`config.mk`:
```
export PLATFORM = sky130hd
export DESIGN_NAME = mem_access_sequencer_flat
export DESIGN_NICKNAME = d
export VERILOG_FILES = /design/src/rtl/mem_access_sequencer_if.sv /design/src/rtl/mem_access_sequencer.sv /design/src/flat_wrapper.sv
export SDC_FILE = /design/constraint.sdc
export NUM_CORES = 1
export LEC_CHECK = 0
export CORE_AREA = 4 4 155 157
export DETAILED_ROUTE_END_ITERATION = 16
export DIE_AREA = 0 0 159 161
export HOLD_SLACK_MARGIN = 0.1
export PLACE_DENSITY = 0.74
export SKIP_LAST_GASP = 1
export SLEW_MARGIN = 20
export SYNTH_ARGS = -nofsm -noshare
export SYNTH_HDL_FRONTEND = slang
export SYNTH_SLANG_ARGS = --single-unit
```
`constraint.sdc`:
```
create_clock -name clk -period 2.4 [get_ports clk]
set_clock_uncertainty 0.05 [all_clocks]
set_input_delay 0.24 -clock clk [delete_from_list [all_inputs] [get_ports clk]]
set_output_delay 0.24 -clock clk [all_outputs]
set_load 0.05 [all_outputs]
```
`src/rtl/mem_access_sequencer_if.sv`:
```
// Bundle between the memory access sequencer, the control unit that issues
// commands to it, and the unified memory port it drives.
//   master : the sequencer (takes commands, drives the memory, returns captures)
//   slave  : the environment (control unit + memory)
// Signal groups:
//   command  : cmd_valid/cmd_ready handshake, cmd_op and its address/data fields
//   memory   : pc, sr1..sr3, rd, data, two, MEMWRITE, WRITEZERO out;
//              IRO, IRT, out1..out3 back (registered inside the memory)
//   response : ir0_q, ir1_q, a_q, b_q, c_q, pc_next_q, rsp_valid, fetch_cnt
interface mem_access_sequencer_if #(
  parameter int DATA_WIDTH = 16,
  parameter int CNT_WIDTH  = 8
);
  logic                  cmd_valid;
  logic                  cmd_ready;
  logic [1:0]            cmd_op;
  logic [DATA_WIDTH-1:0] cmd_pc;
  logic [DATA_WIDTH-1:0] cmd_sr1;
  logic [DATA_WIDTH-1:0] cmd_sr2;
  logic [DATA_WIDTH-1:0] cmd_sr3;
  logic [DATA_WIDTH-1:0] cmd_rd;
  logic [DATA_WIDTH-1:0] cmd_data;

  logic [DATA_WIDTH-1:0] pc;
  logic [DATA_WIDTH-1:0] sr1;
  logic [DATA_WIDTH-1:0] sr2;
  logic [DATA_WIDTH-1:0] sr3;
  logic [DATA_WIDTH-1:0] rd;
  logic [DATA_WIDTH-1:0] data;
  logic [DATA_WIDTH-1:0] two;
  logic                  MEMWRITE;
  logic                  WRITEZERO;
  logic [DATA_WIDTH-1:0] IRO;
  logic [DATA_WIDTH-1:0] IRT;
  logic [DATA_WIDTH-1:0] out1;
  logic [DATA_WIDTH-1:0] out2;
  logic [DATA_WIDTH-1:0] out3;

  logic [DATA_WIDTH-1:0] ir0_q;
  logic [DATA_WIDTH-1:0] ir1_q;
  logic [DATA_WIDTH-1:0] a_q;
  logic [DATA_WIDTH-1:0] b_q;
  logic [DATA_WIDTH-1:0] c_q;
  logic [DATA_WIDTH-1:0] pc_next_q;
  logic                  rsp_valid;
  logic [CNT_WIDTH-1:0]  fetch_cnt;

  modport master (
    input  cmd_valid, cmd_op, cmd_pc, cmd_sr1, cmd_sr2, cmd_sr3, cmd_rd, cmd_data,
    input  IRO, IRT, out1, out2, out3,
    output cmd_ready, pc, sr1, sr2, sr3, rd, data, two, MEMWRITE, WRITEZERO,
    output ir0_q, ir1_q, a_q, b_q, c_q, pc_next_q, rsp_valid, fetch_cnt
  );

  modport slave (
    output cmd_valid, cmd_op, cmd_pc, cmd_sr1, cmd_sr2, cmd_sr3, cmd_rd, cmd_data,
    output IRO, IRT, out1, out2, out3,
    input  cmd_ready, pc, sr1, sr2, sr3, rd, data, two, MEMWRITE, WRITEZERO,
    input  ir0_q, ir1_q, a_q, b_q, c_q, pc_next_q, rsp_valid, fetch_cnt
  );
endinterface

```
`src/rtl/mem_access_sequencer.sv`:
```
// Initiator side of the unified memory port of the memory-memory multi-cycle
// processor. Accepts one command at a time (FETCH, READ_SRC, WRITE, WRITE_BR),
// drives address/data/strobes to a memory that reads one cycle after the
// address is applied, and captures the read data for the datapath.
// Ports:
//   clk     : system clock, rising edge
//   reset_n : asynchronous active-low reset
//   bus     : mem_access_sequencer_if.master (command, memory and response groups)
// Sequences: reads  IDLE -> ADDR -> CAPT -> RESP -> IDLE
//            writes IDLE -> WR   -> RESP -> IDLE
module mem_access_sequencer #(
  parameter int DATA_WIDTH = 16,
  parameter int STEP       = 2,
  parameter int CNT_WIDTH  = 8
) (
  input logic                   clk,
  input logic                   reset_n,
  mem_access_sequencer_if.master bus
);

  localparam logic [2:0] S_IDLE = 3'd0;
  localparam logic [2:0] S_ADDR = 3'd1;
  localparam logic [2:0] S_CAPT = 3'd2;
  localparam logic [2:0] S_WR   = 3'd3;
  localparam logic [2:0] S_RESP = 3'd4;

  localparam logic [1:0] OP_FETCH    = 2'b00;
  localparam logic [1:0] OP_READ_SRC = 2'b01;
  localparam logic [1:0] OP_WRITE_BR = 2'b11;

  localparam logic [DATA_WIDTH-1:0] STEP_W    = DATA_WIDTH'(STEP);
  // A fetch consumes two instruction words, so the next PC is two steps on.
  localparam logic [DATA_WIDTH-1:0] FETCH_ADV = DATA_WIDTH'(2 * STEP);
  localparam logic [CNT_WIDTH-1:0]  CNT_MAX   = '1;

  logic [2:0] state;
  logic [2:0] state_nxt;
  logic [1:0] op;
  logic       accept;

  assign accept = bus.cmd_valid && (state == S_IDLE);

  // NOTE: every signal assigned in always_comb gets a default first so no
  // path leaves it unassigned and no latch is inferred.
  always_comb begin
    state_nxt = state;
    case (state)
      S_IDLE:  if (bus.cmd_valid) state_nxt = bus.cmd_op[1] ? S_WR : S_ADDR;
      S_ADDR:  state_nxt = S_CAPT;
      S_CAPT:  state_nxt = S_RESP;
      S_WR:    state_nxt = S_RESP;
      S_RESP:  state_nxt = S_IDLE;
      default: state_nxt = S_IDLE;
    endcase
  end

  // NOTE: sequential state uses non-blocking assignments so every register
  // samples pre-edge values regardless of statement order.
  always_ff @(posedge clk or negedge reset_n) begin
    if (!reset_n) begin
      state <= S_IDLE;
      op    <= OP_FETCH;
      bus.pc   <= '0;
      bus.sr1  <= '0;
      bus.sr2  <= '0;
      bus.sr3  <= '0;
      bus.rd   <= '0;
      bus.data <= '0;
      // NOTE: the capture registers are reset too: a reset must discard any
      // in-flight capture and leave the datapath seeing zeros.
      bus.ir0_q     <= '0;
      bus.ir1_q     <= '0;
      bus.a_q       <= '0;
      bus.b_q       <= '0;
      bus.c_q       <= '0;
      bus.pc_next_q <= '0;
      bus.fetch_cnt <= '0;
    end else begin
      state <= state_nxt;

      // Command fields are sampled only here; only the current op's fields
      // move, the others hold their last value.
      if (accept) begin
        op <= bus.cmd_op;
        case (bus.cmd_op)
          OP_FETCH: bus.pc <= bus.cmd_pc;
          OP_READ_SRC: begin
            bus.sr1 <= bus.cmd_sr1;
            bus.sr2 <= bus.cmd_sr2;
            bus.sr3 <= bus.cmd_sr3;
          end
          default: begin
            bus.rd   <= bus.cmd_rd;
            bus.data <= bus.cmd_data;
          end
        endcase
      end

      // Memory registered its outputs at the end of ADDR, so they are valid
      // throughout CAPT. Only read ops ever reach CAPT.
      if (state == S_CAPT) begin
        if (op == OP_FETCH) begin
          bus.ir0_q     <= bus.IRO;
          bus.ir1_q     <= bus.IRT;
          bus.pc_next_q <= bus.pc + FETCH_ADV;
          if (bus.fetch_cnt != CNT_MAX) bus.fetch_cnt <= bus.fetch_cnt + CNT_WIDTH'(1);
        end else begin
          bus.a_q <= bus.out1;
          bus.b_q <= bus.out2;
          bus.c_q <= bus.out3;
        end
      end
    end
  end

  // Strobes and handshake are decoded from the state register, so they fall
  // the instant reset_n is asserted.
  assign bus.cmd_ready = (state == S_IDLE);
  assign bus.MEMWRITE  = (state == S_WR);
  assign bus.WRITEZERO = (state == S_WR) && (op == OP_WRITE_BR);
  assign bus.rsp_valid = (state == S_RESP);
  assign bus.two       = STEP_W;

endmodule

```
`src/flat_wrapper.sv`:
```
// flat-port wrapper written by rule: the top's interface ports become plain ports
module mem_access_sequencer_flat 
#(
  parameter int DATA_WIDTH = 16,
  parameter int STEP       = 2,
  parameter int CNT_WIDTH  = 8
)
  (clk, reset_n, bus_cmd_valid, bus_cmd_op, bus_cmd_pc, bus_cmd_sr1, bus_cmd_sr2, bus_cmd_sr3, bus_cmd_rd, bus_cmd_data, bus_IRO, bus_IRT, bus_out1, bus_out2, bus_out3, bus_cmd_ready, bus_pc, bus_sr1, bus_sr2, bus_sr3, bus_rd, bus_data, bus_two, bus_MEMWRITE, bus_WRITEZERO, bus_ir0_q, bus_ir1_q, bus_a_q, bus_b_q, bus_c_q, bus_pc_next_q, bus_rsp_valid, bus_fetch_cnt);
  mem_access_sequencer_if #(.DATA_WIDTH(DATA_WIDTH), .CNT_WIDTH(CNT_WIDTH)) bus_i ();
  input logic clk;
  input logic reset_n;
  input wire logic [$bits(bus_i.cmd_valid)-1:0] bus_cmd_valid;
  input wire logic [$bits(bus_i.cmd_op)-1:0] bus_cmd_op;
  input wire logic [$bits(bus_i.cmd_pc)-1:0] bus_cmd_pc;
  input wire logic [$bits(bus_i.cmd_sr1)-1:0] bus_cmd_sr1;
  input wire logic [$bits(bus_i.cmd_sr2)-1:0] bus_cmd_sr2;
  input wire logic [$bits(bus_i.cmd_sr3)-1:0] bus_cmd_sr3;
  input wire logic [$bits(bus_i.cmd_rd)-1:0] bus_cmd_rd;
  input wire logic [$bits(bus_i.cmd_data)-1:0] bus_cmd_data;
  input wire logic [$bits(bus_i.IRO)-1:0] bus_IRO;
  input wire logic [$bits(bus_i.IRT)-1:0] bus_IRT;
  input wire logic [$bits(bus_i.out1)-1:0] bus_out1;
  input wire logic [$bits(bus_i.out2)-1:0] bus_out2;
  input wire logic [$bits(bus_i.out3)-1:0] bus_out3;
  output wire logic [$bits(bus_i.cmd_ready)-1:0] bus_cmd_ready;
  output wire logic [$bits(bus_i.pc)-1:0] bus_pc;
  output wire logic [$bits(bus_i.sr1)-1:0] bus_sr1;
  output wire logic [$bits(bus_i.sr2)-1:0] bus_sr2;
  output wire logic [$bits(bus_i.sr3)-1:0] bus_sr3;
  output wire logic [$bits(bus_i.rd)-1:0] bus_rd;
  output wire logic [$bits(bus_i.data)-1:0] bus_data;
  output wire logic [$bits(bus_i.two)-1:0] bus_two;
  output wire logic [$bits(bus_i.MEMWRITE)-1:0] bus_MEMWRITE;
  output wire logic [$bits(bus_i.WRITEZERO)-1:0] bus_WRITEZERO;
  output wire logic [$bits(bus_i.ir0_q)-1:0] bus_ir0_q;
  output wire logic [$bits(bus_i.ir1_q)-1:0] bus_ir1_q;
  output wire logic [$bits(bus_i.a_q)-1:0] bus_a_q;
  output wire logic [$bits(bus_i.b_q)-1:0] bus_b_q;
  output wire logic [$bits(bus_i.c_q)-1:0] bus_c_q;
  output wire logic [$bits(bus_i.pc_next_q)-1:0] bus_pc_next_q;
  output wire logic [$bits(bus_i.rsp_valid)-1:0] bus_rsp_valid;
  output wire logic [$bits(bus_i.fetch_cnt)-1:0] bus_fetch_cnt;
  assign bus_i.cmd_valid = bus_cmd_valid;
  assign bus_i.cmd_op = bus_cmd_op;
  assign bus_i.cmd_pc = bus_cmd_pc;
  assign bus_i.cmd_sr1 = bus_cmd_sr1;
  assign bus_i.cmd_sr2 = bus_cmd_sr2;
  assign bus_i.cmd_sr3 = bus_cmd_sr3;
  assign bus_i.cmd_rd = bus_cmd_rd;
  assign bus_i.cmd_data = bus_cmd_data;
  assign bus_i.IRO = bus_IRO;
  assign bus_i.IRT = bus_IRT;
  assign bus_i.out1 = bus_out1;
  assign bus_i.out2 = bus_out2;
  assign bus_i.out3 = bus_out3;
  assign bus_cmd_ready = bus_i.cmd_ready;
  assign bus_pc = bus_i.pc;
  assign bus_sr1 = bus_i.sr1;
  assign bus_sr2 = bus_i.sr2;
  assign bus_sr3 = bus_i.sr3;
  assign bus_rd = bus_i.rd;
  assign bus_data = bus_i.data;
  assign bus_two = bus_i.two;
  assign bus_MEMWRITE = bus_i.MEMWRITE;
  assign bus_WRITEZERO = bus_i.WRITEZERO;
  assign bus_ir0_q = bus_i.ir0_q;
  assign bus_ir1_q = bus_i.ir1_q;
  assign bus_a_q = bus_i.a_q;
  assign bus_b_q = bus_i.b_q;
  assign bus_c_q = bus_i.c_q;
  assign bus_pc_next_q = bus_i.pc_next_q;
  assign bus_rsp_valid = bus_i.rsp_valid;
  assign bus_fetch_cnt = bus_i.fetch_cnt;
  mem_access_sequencer #(.DATA_WIDTH(DATA_WIDTH), .STEP(STEP), .CNT_WIDTH(CNT_WIDTH)) u_core (.clk(clk), .reset_n(reset_n), .bus(bus_i));
endmodule
```
==> flow_summary.json <==
{
  "status": "complete, no violations",
  "dp_hpwl_mm": 17.93,
  "place_congestion": 0.8045,
  "critPathKind": "reg2out",
  "start_util": 0.3632,
  "postSynthCellCount": 608,
  "numCtsBuffers": 23,
  "slowest_stage": "clkdlybuf4s50_1",
  "arrival_ns": 1.98,
  "setup_violations": 0,
  "tightestPinTransition_ns": 0.5969,
  "filler_cell_count": 1868,
  "setup_slack_ns": 0.1312,
  "post-route-period-util": 0.9453,
  "utilization": 0.5835,
  "max_stage_delay_ns": 0.85,
  "drtIter0Drc": 209,
  "die_w_um": 159,
  "track_usage": 0.1806,
  "critPathBufInv": 1,
  "netlist_area_um2": 8174,
  "cts_htree_levels": 1,
  "final_common_cell": "clkdlybuf4s50_1",
  "cts_tree": "yes",
  "worst-r2r-setup-slack_ns": 0.32,
  "synth_edf_count": 0,
  "grt_first_pass_wirelength_mm": 37.25,
  "cts.sink_count": 205,
  "critPathLaunchType": "register",
  "insertion_delay_ns": 0.50,
  "grt_start_max_net_pins": 63,
  "postRouteAntennaNets": 0,
  "routedWlPerCell_um": 18.44,
  "antenna_found_initial": 0,
  "clk_pin_slew_ns": 0.06,
  "end_kind": "output pin",
  "synth-main-ff-cell": "dfrtp_1",
  "power_density_nw_per_um2": 1707,
  "tns_ns": 0,
  "post-place-ws_ns": 0.1284,
  "ys_seq_elements": 205,
  "slew_violations": 0,
  "final_nets": 1185,
  "n_antenna_cell": 0,
  "port_buffers": 384,
  "cp_cell_sequence": "nor3_1 -> clkdlybuf4s50_1",
  "crit_fanout": 6,
  "cp.required_ns": 2.11,
  "ir_drop_mv": 0.8708,
  "period_needed_ns": 2.269,
  "rsz0062_at_grt": "false",
  "cts_max_path_buffers": 3,
  "drive_gt1_frac": 0.2043,
  "die_area_um2": 25600,
  "clock.fmax_ghz": 0.4408,
  "hold_viol_final": 0,
  "via_per_inst": 4.698,
  "dr.pass1.iters": 4,
  "finalPower_uw": 22420,
  "grt_pass1_vias": 6386,
  "cap_violations": 0,
  "grt-ovfl-total": 0,
  "route.detailed.drc": 0,
  "path_delay_family": "buffers and inverters",
  "wirelength_mm": 24.03,
  "syn_to_final_growth_pct": 60.63,
  "slew_headroom": 0.6008,
  "dr_total_vias": 6121,
  "num_rows": 55,
  "ys_seq_area_frac": 0.6276,
  "ys_types": 40,
  "final_cell_mix": "clkdlybuf4s50_1, dfrtp_1, nand2_1, mux2_2, clkbuf_16",
  "avgSynthCellArea_um2": 13.44,
  "postCtsSetupRepairBufs": 0,
  "core-area_um2": 22500,
  "leakage_uw": 0.005748,
  "async_flop_share": 1.000,
  "io_pins": 401,
  "fp.dieH_um": 161,
  "hold_path.class": "in2reg",
  "cts_root_buf": "clkbuf_16",
  "yosysWarningCount": 0
}
-- worst register-to-register path, cell delays in order (launching register included) --
cell and delay, ns:
dfrtp_1 0.43, or4b_1 0.66, nor2_2 0.15, nand2_2 0.08
buf_12 0.20, mux2_4 0.38
-- routing by layer --
metal | share of wire | track usage | vias up
li1 | - | - | 2812
met1 | 0.39 | 0.2160 | 2982
met2 | 0.49 | 0.3121 | 277
met3 | 0.094 | 0.06660 | 50
met4 | 0.025 | 0.04379 | 0
met5 | 0 | 0 | -
-- layout make-up --
type / count / area, µm² / share of cell area
clock buffer: 34 / 696.9 / 0.05308
clock inverter: 7 / 65.06 / 0.004955
inverter: 2 / 7.507 / 0.0005718
multi-input combinational: 372 / 2843 / 0.2165
sequential: 205 / 5130 / 0.3907
tap: 285 / 356.6 / 0.02716
timing repair buffer: 398 / 4031 / 0.3070
-- per-stage QoR --
step,instance area (µm²),hold slack (ns),cells
after global routing,13130,0.2097,1303
after global placement,12360,0.1977,1261
after detailed placement,12360,0.1991,1261
final,13130,0.2161,1303
after CTS,13130,0.1971,1303
after floorplan,8227,-0.1056,622
-- worst paths after layout --
kind	from	to	cells past startpoint
worst max-delay path	u_core.state[0]	bus_cmd_ready	2
worst min-delay path	bus_IRO[12]	u_core.bus.ir0_q[12]	3
worst max register to register	u_core.state[0]	u_core.bus.sr3[2]	5
worst min register to register	u_core.bus.ir0_q[13]	u_core.bus.ir0_q[13]	2
max in group asynchronous	reset_n	u_core.bus.b_q[2]	3
min in group asynchronous	reset_n	u_core.bus.pc[11]	2
-- sequential cells by signal (all words and copies together) (netlist names) --
register / count
u_core.bus.a_q: 16
u_core.bus.b_q: 16
u_core.bus.c_q: 16
u_core.bus.data: 16
u_core.bus.ir0_q: 16
u_core.bus.ir1_q: 16
u_core.bus.pc: 16
u_core.bus.pc_next_q: 16
u_core.bus.rd: 16
u_core.bus.sr1: 16
u_core.bus.sr2: 16
u_core.bus.sr3: 16
u_core.bus.fetch_cnt: 8
u_core.state: 3
u_core.op: 2
-- cells by family (layout without fill, tap and decap cells) --
kind of cell,after synthesis,after routing,share of synthesized area
DFF,205,205,0.6276
adders and majority gates,2,2,0.003061
buffers and inverters,45,441,0.03321
xor gates and xnor gates,14,14,0.01500
AOI/OAI and AO/OA,23,23,0.01806
muxes,146,146,0.2103
and+or+nand+nor,171,171,0.09185
other,2,16,0.0009188
-- cells in the mapped netlist, types with 2 or more instances --
library cell  number  area share
dfrtp_1          205        0.63
nand2_1          128       0.059
mux2_2           126        0.17
mux2_4            20       0.037
buf_4             17       0.016
buf_2             13      0.0080
o21ai_0           12      0.0073
clkbuf_1           9      0.0041
nand3_1            8      0.0049
xor2_1             8      0.0086
a21oi_1            6      0.0037
and3_1             6      0.0046
nand4_1            6      0.0046
nor3_1             6      0.0037
xnor2_1            6      0.0064
buf_6              3      0.0041
and4_1             2      0.0021
conb_1             2     0.00092
ha_1               2      0.0031
nor2_1             2     0.00092
nor2b_1            2      0.0015
-- power by group --
part           internal [µW]  switching (µW)  leakage (µW)
logic                   4590            8120       0.00289
registers               5150            1070       0.00248
clock network           2110            1380      0.000375
-- repair_timing --
item                                    CTS  global route
hold buffers                              1             0
resized for setup                         1             1
endpoints found under the setup margin    1             1
endpoints found under the hold margin    53             0
pin swaps                                 0             0
(Power assumes the default switching activity.)
